--- config.mk ---
export PLATFORM = sky130hd
export DESIGN_NAME = pokey_serout_tx
export DESIGN_NICKNAME = d
export VERILOG_FILES = /design/src/rtl/pokey_serout_tx.sv
export SDC_FILE = /design/constraint.sdc
export NUM_CORES = 1
export LEC_CHECK = 0
export BUFFER_PORTS_ARGS = -buffer_cell sky130_fd_sc_hd__buf_4
export CORE_ASPECT_RATIO = 1.2
export CORE_MARGIN = 2
export CORE_UTILIZATION = 25
export CTS_CLUSTER_SIZE = 20
export DETAILED_ROUTE_END_ITERATION = 8
export GPL_TIMING_DRIVEN = 0
export SYNTH_ARGS = -nofsm -noshare
export SYNTH_HDL_FRONTEND = slang
export SYNTH_SLANG_ARGS = --single-unit
--- constraint.sdc ---
create_clock -name clk -period 2.47 [get_ports clk]
set_clock_uncertainty 0.2 [all_clocks]
set_input_delay 0.1235 -clock clk [delete_from_list [all_inputs] [get_ports clk]]
set_output_delay 0.1235 -clock clk [all_outputs]
set_load 0.005 [all_outputs]
--- src/rtl/pokey_serout_tx.sv ---
// pokey_serout_tx
//   POKEY serial output transmitter. The CPU writes a byte into a holding
//   register, and a shift register sends it as an async frame: a start bit,
//   then DATA_BITS data bits LSB first, then STOP_BITS stop bits. Each bit
//   lasts one timer borrow tick. All state updates on the falling clk edge
//   when enn=1.
//
//   Parameters:
//     DATA_BITS   data bits per frame (1..8)
//     STOP_BITS   stop bits per frame (1 or 2)
//
//   Ports:
//     clk        system clock (falling-edge active)
//     rst        asynchronous active-high reset
//     enn        clock enable
//     D          CPU data bus
//     WR         SEROUT write strobe; loads D into the holding register
//     bit_tick   timer borrow pulse; one bit period per tick
//     ndata_clr  clears the "output data needed" IRQ flag
//     sout       serial line, idles high
//     busy       shifter is inside a frame
//     ndata      latched "output data needed" IRQ flag
//     done       shifter idle and holding register empty
//
//   Optional build macro POKEY_SERBREAK_EN adds input force_break, which
//   holds sout low without disturbing frame timing.

module pokey_serout_tx #(
  parameter int unsigned DATA_BITS = 8,
  parameter int unsigned STOP_BITS = 1
) (
  input  logic       clk,
  input  logic       rst,
  input  logic       enn,
  input  logic [7:0] D,
  input  logic       WR,
  input  logic       bit_tick,
  input  logic       ndata_clr,
`ifdef POKEY_SERBREAK_EN
  input  logic       force_break,
`endif
  output logic       sout,
  output logic       busy,
  output logic       ndata,
  output logic       done
);

  typedef enum logic [1:0] {IDLE, START, DATA, STOP} state_t;

  localparam logic [2:0] LAST_BIT  = 3'(DATA_BITS - 1);
  localparam logic       LAST_STOP = 1'(STOP_BITS - 1);

  state_t     state_q, state_d;
  logic [7:0] hold_q, hold_d;
  logic       hold_full_q, hold_full_d;
  logic [7:0] shift_q, shift_d;
  logic [2:0] bitcnt_q, bitcnt_d;
  logic       stopcnt_q, stopcnt_d;
  logic       sout_q, sout_d;
  logic       busy_q, busy_d;
  logic       ndata_q, ndata_d;
  logic       load;

  always_comb begin
    state_d     = state_q;
    hold_d      = hold_q;
    hold_full_d = hold_full_q;
    shift_d     = shift_q;
    bitcnt_d    = bitcnt_q;
    stopcnt_d   = stopcnt_q;
    sout_d      = sout_q;
    ndata_d     = ndata_q;
    load        = 1'b0;

    if (enn) begin
      if (ndata_clr) ndata_d = 1'b0;

      if (bit_tick) begin
        unique case (state_q)
          IDLE: begin
            if (hold_full_q) load = 1'b1;
          end
          START: begin
            state_d  = DATA;
            sout_d   = shift_q[0];
            bitcnt_d = '0;
          end
          DATA: begin
            if (bitcnt_q != LAST_BIT) begin
              sout_d   = shift_q[bitcnt_q + 3'd1];
              bitcnt_d = bitcnt_q + 3'd1;
            end else begin
              state_d   = STOP;
              sout_d    = 1'b1;
              stopcnt_d = 1'b0;
            end
          end
          STOP: begin
            if (stopcnt_q != LAST_STOP) begin
              stopcnt_d = stopcnt_q + 1'b1;
            end else if (hold_full_q) begin
              load = 1'b1;
            end else begin
              state_d = IDLE;
            end
          end
          default: state_d = IDLE;
        endcase
      end

      // The transfer uses the old hold contents; a write on the same edge
      // lands afterwards and re-marks the holding register full. The load
      // also sets ndata after any clear, so set wins.
      if (load) begin
        shift_d     = hold_q;
        hold_full_d = 1'b0;
        ndata_d     = 1'b1;
        state_d     = START;
        sout_d      = 1'b0;
      end

      if (WR) begin
        hold_d      = D;
        hold_full_d = 1'b1;
      end
    end

    busy_d = (state_d != IDLE);
  end

  always_ff @(negedge clk or posedge rst) begin
    if (rst) begin
      state_q     <= IDLE;
      hold_q      <= '0;
      hold_full_q <= 1'b0;
      shift_q     <= '0;
      bitcnt_q    <= '0;
      stopcnt_q   <= 1'b0;
      sout_q      <= 1'b1;
      busy_q      <= 1'b0;
      ndata_q     <= 1'b0;
    end else begin
      state_q     <= state_d;
      hold_q      <= hold_d;
      hold_full_q <= hold_full_d;
      shift_q     <= shift_d;
      bitcnt_q    <= bitcnt_d;
      stopcnt_q   <= stopcnt_d;
      sout_q      <= sout_d;
      busy_q      <= busy_d;
      ndata_q     <= ndata_d;
    end
  end

`ifdef POKEY_SERBREAK_EN
  assign sout = sout_q & ~force_break;
`else
  assign sout = sout_q;
`endif
  assign busy  = busy_q;
  assign ndata = ndata_q;
  assign done  = (state_q == IDLE) && !hold_full_q;

endmodule

==> results of run 1 <==
==> sequential cells by signal, indices dropped and copies added, names as in the netlist <==
| name | cells |
|---|---|
| bitcnt_q | 3 |
| hold_full_q | 1 |
| hold_q | 8 |
| state_q | 2 |
| busy | 1 |
| ndata | 1 |
| shift_q | 8 |
| sout | 1 |
==> what timing repair did <==
action,4_1_cts,5_1_grt
endpoints found under the setup margin,2,4
pin swaps,0,1
buffers inserted,4,1
resized for setup,5,2
==> synth_stat cells (all sizes together) <==
master   n
nor2     1
nor3     2
o21ai    8
a22o     3
mux4     2
nor4     1
a21oi    3
and2     1
clkbuf   2
dfstp    1
dfrtn   24
nor2b    2
a31oi    1
and3b    1
mux2    17
a21o     3
nand2    7
o211ai   1
buf      1
inv      5
ha       7
a311o    1
or2      1
nor3b    1
==> per-stage QoR <==
stage                     cells  hold slack, ns
after floorplan              96          0.2323
after global placement      171          0.2210
after detailed placement    171          0.2311
after CTS                   179          0.2315
after global routing        179          0.2449
final                       179          0.2258
==> cells by family after synthesis <==
family / after synthesis
buf+inv: 8
mux: 19
compound gates: 20
flops: 25
fa+ha+maj: 7
simple gates: 17
==> critical path, stage by stage, from the launching register on <==
cell,delay [ns]
dfrtn_1,0.45
inv_2,0.07
ha_4,0.16
nor2b_4,0.12
buf_6,0.11
==> layout make-up <==
class                           count  share of cell area
Clock buffer                        4             0.02946
Tap cell                           58             0.04746
Clock inverter                      1            0.002455
Sequential cell                    25              0.4100
Buffer                              2            0.007365
Inverter                            4            0.009820
Timing Repair Buffer               22              0.1129
Multi-Input combinational cell     63              0.3805
==> path summary, 6_finish.rpt <==
check / endpoint / depth (start not counted) / startpoint
min in group asynchronous: shift_q[4]$_DFFE_NP0P_ / 2 / rst
worst min register to register: ndata$_DFFE_NP0P_ / 1 / ndata$_DFFE_NP0P_
max in group asynchronous: bitcnt_q[2]$_DFFE_NP0P_ / 2 / rst
worst max register to register: sout$_DFFE_NP1P_ / 6 / bitcnt_q[0]$_DFFE_NP0P_
worst min-delay path: ndata$_DFFE_NP0P_ / 1 / ndata$_DFFE_NP0P_
worst max-delay path: done / 4 / state_q[1]$_DFF_NP0_
==> power by group <==
part,internal (uW),switching (uW)
clock,117,124
combinational,390,261
sequential,570,94.2
==> routing by layer <==
| layer | vias up | GRT usage | share of wire |
|---|---|---|---|
| li1 | 394 | - | - |
| met1 | 403 | 0.1173 | 0.43 |
| met2 | 20 | 0.1627 | 0.53 |
| met3 | 2 | 0.02241 | 0.038 |
| met4 | 0 | 0.02449 | 0.0041 |
| met5 | - | 0 | 0 |
==> results.ini, run 1 <==
[critical_path]
rrSetupSlack_ns=0.22
cp.arrival_ns=2.40
cp-end-kind=primary output
crit_fanout=2
worstPathRequired_ns=2.15
setup.worst_path.class=reg -> out
startpoint_type=flip-flop

[hold_path]
min_path_type=reg -> reg

[global_routing]
antenna_found_initial=0
grt_pass1_vias=859
overflow=0
grt_max_degree=26
grt_pass1_wl_um=3905
grt_usage=0.09489

[final_layout]
multi_input_area_sq_um=581.8
final_common_cell=dfrtn_1
register_area_sq_um=626.9
area_growth_pct=26.37
post-route-util=0.3304
stdcell_area_sq_mm=0.001529
num-fill-cells=479
nNetsFinal=143
layout_common_cells=dfrtn_1, buf_4, mux2_2, o21ai_0
drive_gt1_frac=0.4298
diodes=0

[clock_tree]
cts_tree=done
path_clk_slew_ns=0.06
root_buffer=clkbuf_8
clk_latency_ns=0.27
cts_hold_buf=0
clock-sinks=25
cts_buffer_depth=2
numCtsBuffers=3
h-tree-depth=1

[die]
die_w_um=67.51
dieArea_sq_mm=0.005414
start_util=0.2614
num_rows=27
ios=18
die_h_um=80.21
placeableCoreArea_sq_mm=0.004628

[route]
first_iter_violations=11
firstDrtPassIters=4
routed_wl_um=2221
drc=0
drt-wirelength-per-cell_um=12.41
ant_nets=0
vias=819
via_per_inst=4.575

[synth]
ys_ff_latch=25
synth-compound-area-share=0.1055
synth_area_leader_cell=dfrtn_1
yosys.area_share.simple=0.07653
synth.mux.area_fraction=0.2017
synth_top_family_by_area=multiplexers
synth_fa_ha_area_frac=0.07239
ys_warn_count=0
synth_cell_types=25
synth-xor-area-share=0
syn_nets=117
synth.avg_cell_area_sq_um=12.60
seq_area_frac_synth=0.5181
synth_top_area_frac=0.4964
synthesis.area_sq_mm=0.001210
synthTopCellsByArea=dfrtn_1, mux2_2, ha_1, mux4_1, o21ai_0
netlist_instances=96

[sta]
hold_viol=0
grt_setup_unrepaired=yes
finalMaxSlewViolations=0
setup_ws_ns=-0.2582
finalSetupViolCount=2
worst_pin_slew_ns=0.9312
final.setup.tns_ns=-0.3103
slew_headroom=0.3785

[status]
outcome=finished with violations
violations=setup timing

[pwr]
leakage_uw=0.0007098
power_uw=1557
ir_worst_vdd_uv=409.8
power_density_mw_per_mm2=1018

[placement]
dpl.hpwl_um=1615
place_area_sq_mm=0.001423
routabilityCongestion=0.8012
place_ws_ns=-0.2286
portBuffers=17

[run]
drv_cap=0

(Power assumes the default switching activity.)
==> run 2, diff against run 1 <==
Settings changed: CORE_UTILIZATION 25 to 55, PLACE_DENSITY set to 0.77.
==> run 2 against run 1 <==
Against the previous run: the run still ends with setup timing left; sequential cell count is the same; global-route usage grew 11 points; register-to-register slack got worse by 0.21 ns; critical path type unchanged; critical endpoint unchanged; highest routed layer unchanged.
==> results.ini, run 2 (same netlist as run 1, synthesis figures left out) <==
[status]
outcome=finished with violations
violations=setup timing

[route]
drc=0  ; unchanged
first_iter_violations=11  ; unchanged
routed_wl_um=2326  ; +4.7%
firstDrtPassIters=4  ; unchanged
via_per_inst=5.420  ; +18%
drt-wirelength-per-cell_um=14.82  ; +19%
vias=851  ; +3.9%
ant_nets=0  ; unchanged

[die]
num_rows=18  ; -33%
dieArea_sq_mm=0.002593  ; -52%
ios=18  ; unchanged
start_util=0.5839  ; +0.3225
die_h_um=55.38  ; -31%
die_w_um=46.82  ; -31%
placeableCoreArea_sq_mm=0.002072  ; -55%

[sta]
worst_pin_slew_ns=0.9159  ; -0.01530 ns
final.setup.tns_ns=-0.3866  ; -0.07632 ns
finalMaxSlewViolations=0  ; unchanged
slew_headroom=0.3888  ; +0.01021
grt_setup_unrepaired=yes
setup_ws_ns=-0.3134  ; -0.05518 ns
finalSetupViolCount=2  ; unchanged
hold_viol=0  ; unchanged

[critical_path]
rr_worst_depth=10  ; +4
rrSetupSlack_ns=0.01  ; -0.21 ns
crit_fanout=2  ; unchanged
setup.worst_path.class=reg -> out
startpoint_type=flip-flop
reg2reg_to=busy$_DFF_NP0_
cp.arrival_ns=2.46  ; +0.06 ns
rr_startpoint=state_q[0]$_DFF_NP0_
worstPathRequired_ns=2.15  ; about the same
cp-end-kind=primary output

[clock_tree]
h-tree-depth=1  ; unchanged
cts_tree=done
path_clk_slew_ns=0.09  ; +0.03 ns
cts_buffer_depth=2  ; unchanged
root_buffer=clkbuf_4
clock-sinks=25  ; unchanged
clk_latency_ns=0.31  ; +0.04 ns
numCtsBuffers=3  ; unchanged

[final_layout]
reg_top3=hold_q (8), shift_q (8), bitcnt_q (3)
drive_gt1_frac=0.4961  ; +0.06631
area_growth_pct=26.99
diodes=0  ; unchanged
post-route-util=0.7415  ; +0.4112
nNetsFinal=149  ; +4.2%
layout_common_cells=buf_4, dfrtn_1, mux2_2, o21ai_0, nand2_1
final_common_cell=buf_4

[global_routing]
overflow=0  ; unchanged
grt_pass1_vias=875  ; +1.9%
grt_usage=0.2051  ; +0.1102
grt_pass1_wl_um=3898  ; -0.18%
antenna_found_initial=0  ; unchanged
grt_max_degree=26  ; unchanged

[pwr]
ir_worst_vdd_uv=715.2  ; +75%
leakage_uw=0.0007286  ; +2.6%
power_uw=1617  ; +3.9%
power_density_mw_per_mm2=1053  ; +3.4%

[hold_path]
min_path_type=reg -> reg
min_from=ndata$_DFFE_NP0P_
holdPathStages=1  ; unchanged
min_to=ndata$_DFFE_NP0P_

[placement]
dpl.hpwl_um=1511  ; -6.5%
portBuffers=17  ; unchanged
place_ws_ns=-0.2449  ; -0.01621 ns
routabilityCongestion=0.8146  ; +1.7%

[run]
drv_cap=0  ; unchanged

==> run 2: layer usage <==
layer	track usage	wire length (um)	vias up
li1	-	-	408
met1	0.2588	993	428
met2	0.3425	1246	11
met3	0.02288	52	4
met4	0.08333	34	0
met5	0	0	-
==> run 2: worst max path at each step <==
stage | start | to | cells past startpoint
final | state_q[0]$_DFF_NP0_ | done | 4
after global routing | state_q[0]$_DFF_NP0_ | done | 4
after CTS | state_q[0]$_DFF_NP0_ | done | 4
after detailed placement | enn | shift_q[1]$_DFFE_NP0P_ | 5
after global placement | enn | bitcnt_q[1]$_DFFE_NP0P_ | 5
after floorplan | enn | shift_q[0]$_DFFE_NP0P_ | 4
==> run 2: cell type report <==
class,instances,area (sq um)
buffer,2,11.26
clock buffer,3,22.52
clock inverter,2,8.758
fill,147,535.5
inverter,4,15.01
multi-input combinational,63,593.1
sequential,25,626.9
tap,30,37.54
timing repair buffer,28,221.5
==> run 2: metrics by stage <==
step                      cell area (sq um)  hold slack (ns)  cells
after floorplan                        1222           0.2323     96
after global placement                 1388           0.2217    143
after detailed placement               1388           0.2276    143
after CTS                              1510           0.2297    156
after global routing                   1536           0.2522    157
final                                  1536           0.2264    157
==> run 2: where the power goes <==
group | internal, uW | switching, uW
registers | 570 | 92.6
logic | 458 | 306
clock network | 61.8 | 129
==> run 2: critical path, cell delays in order, from the launching register on <==
cell and delay, ns:
dfrtn_1 0.47, inv_2 0.07, ha_4 0.15, nor2b_4 0.12, buf_6 0.11
==> run 2: repair_timing <==
item,CTS,global route
setup buffers,9,4
gates resized for setup,7,5
hold buffers,0,0
pin swaps,0,2
endpoints found under the setup margin,2,7
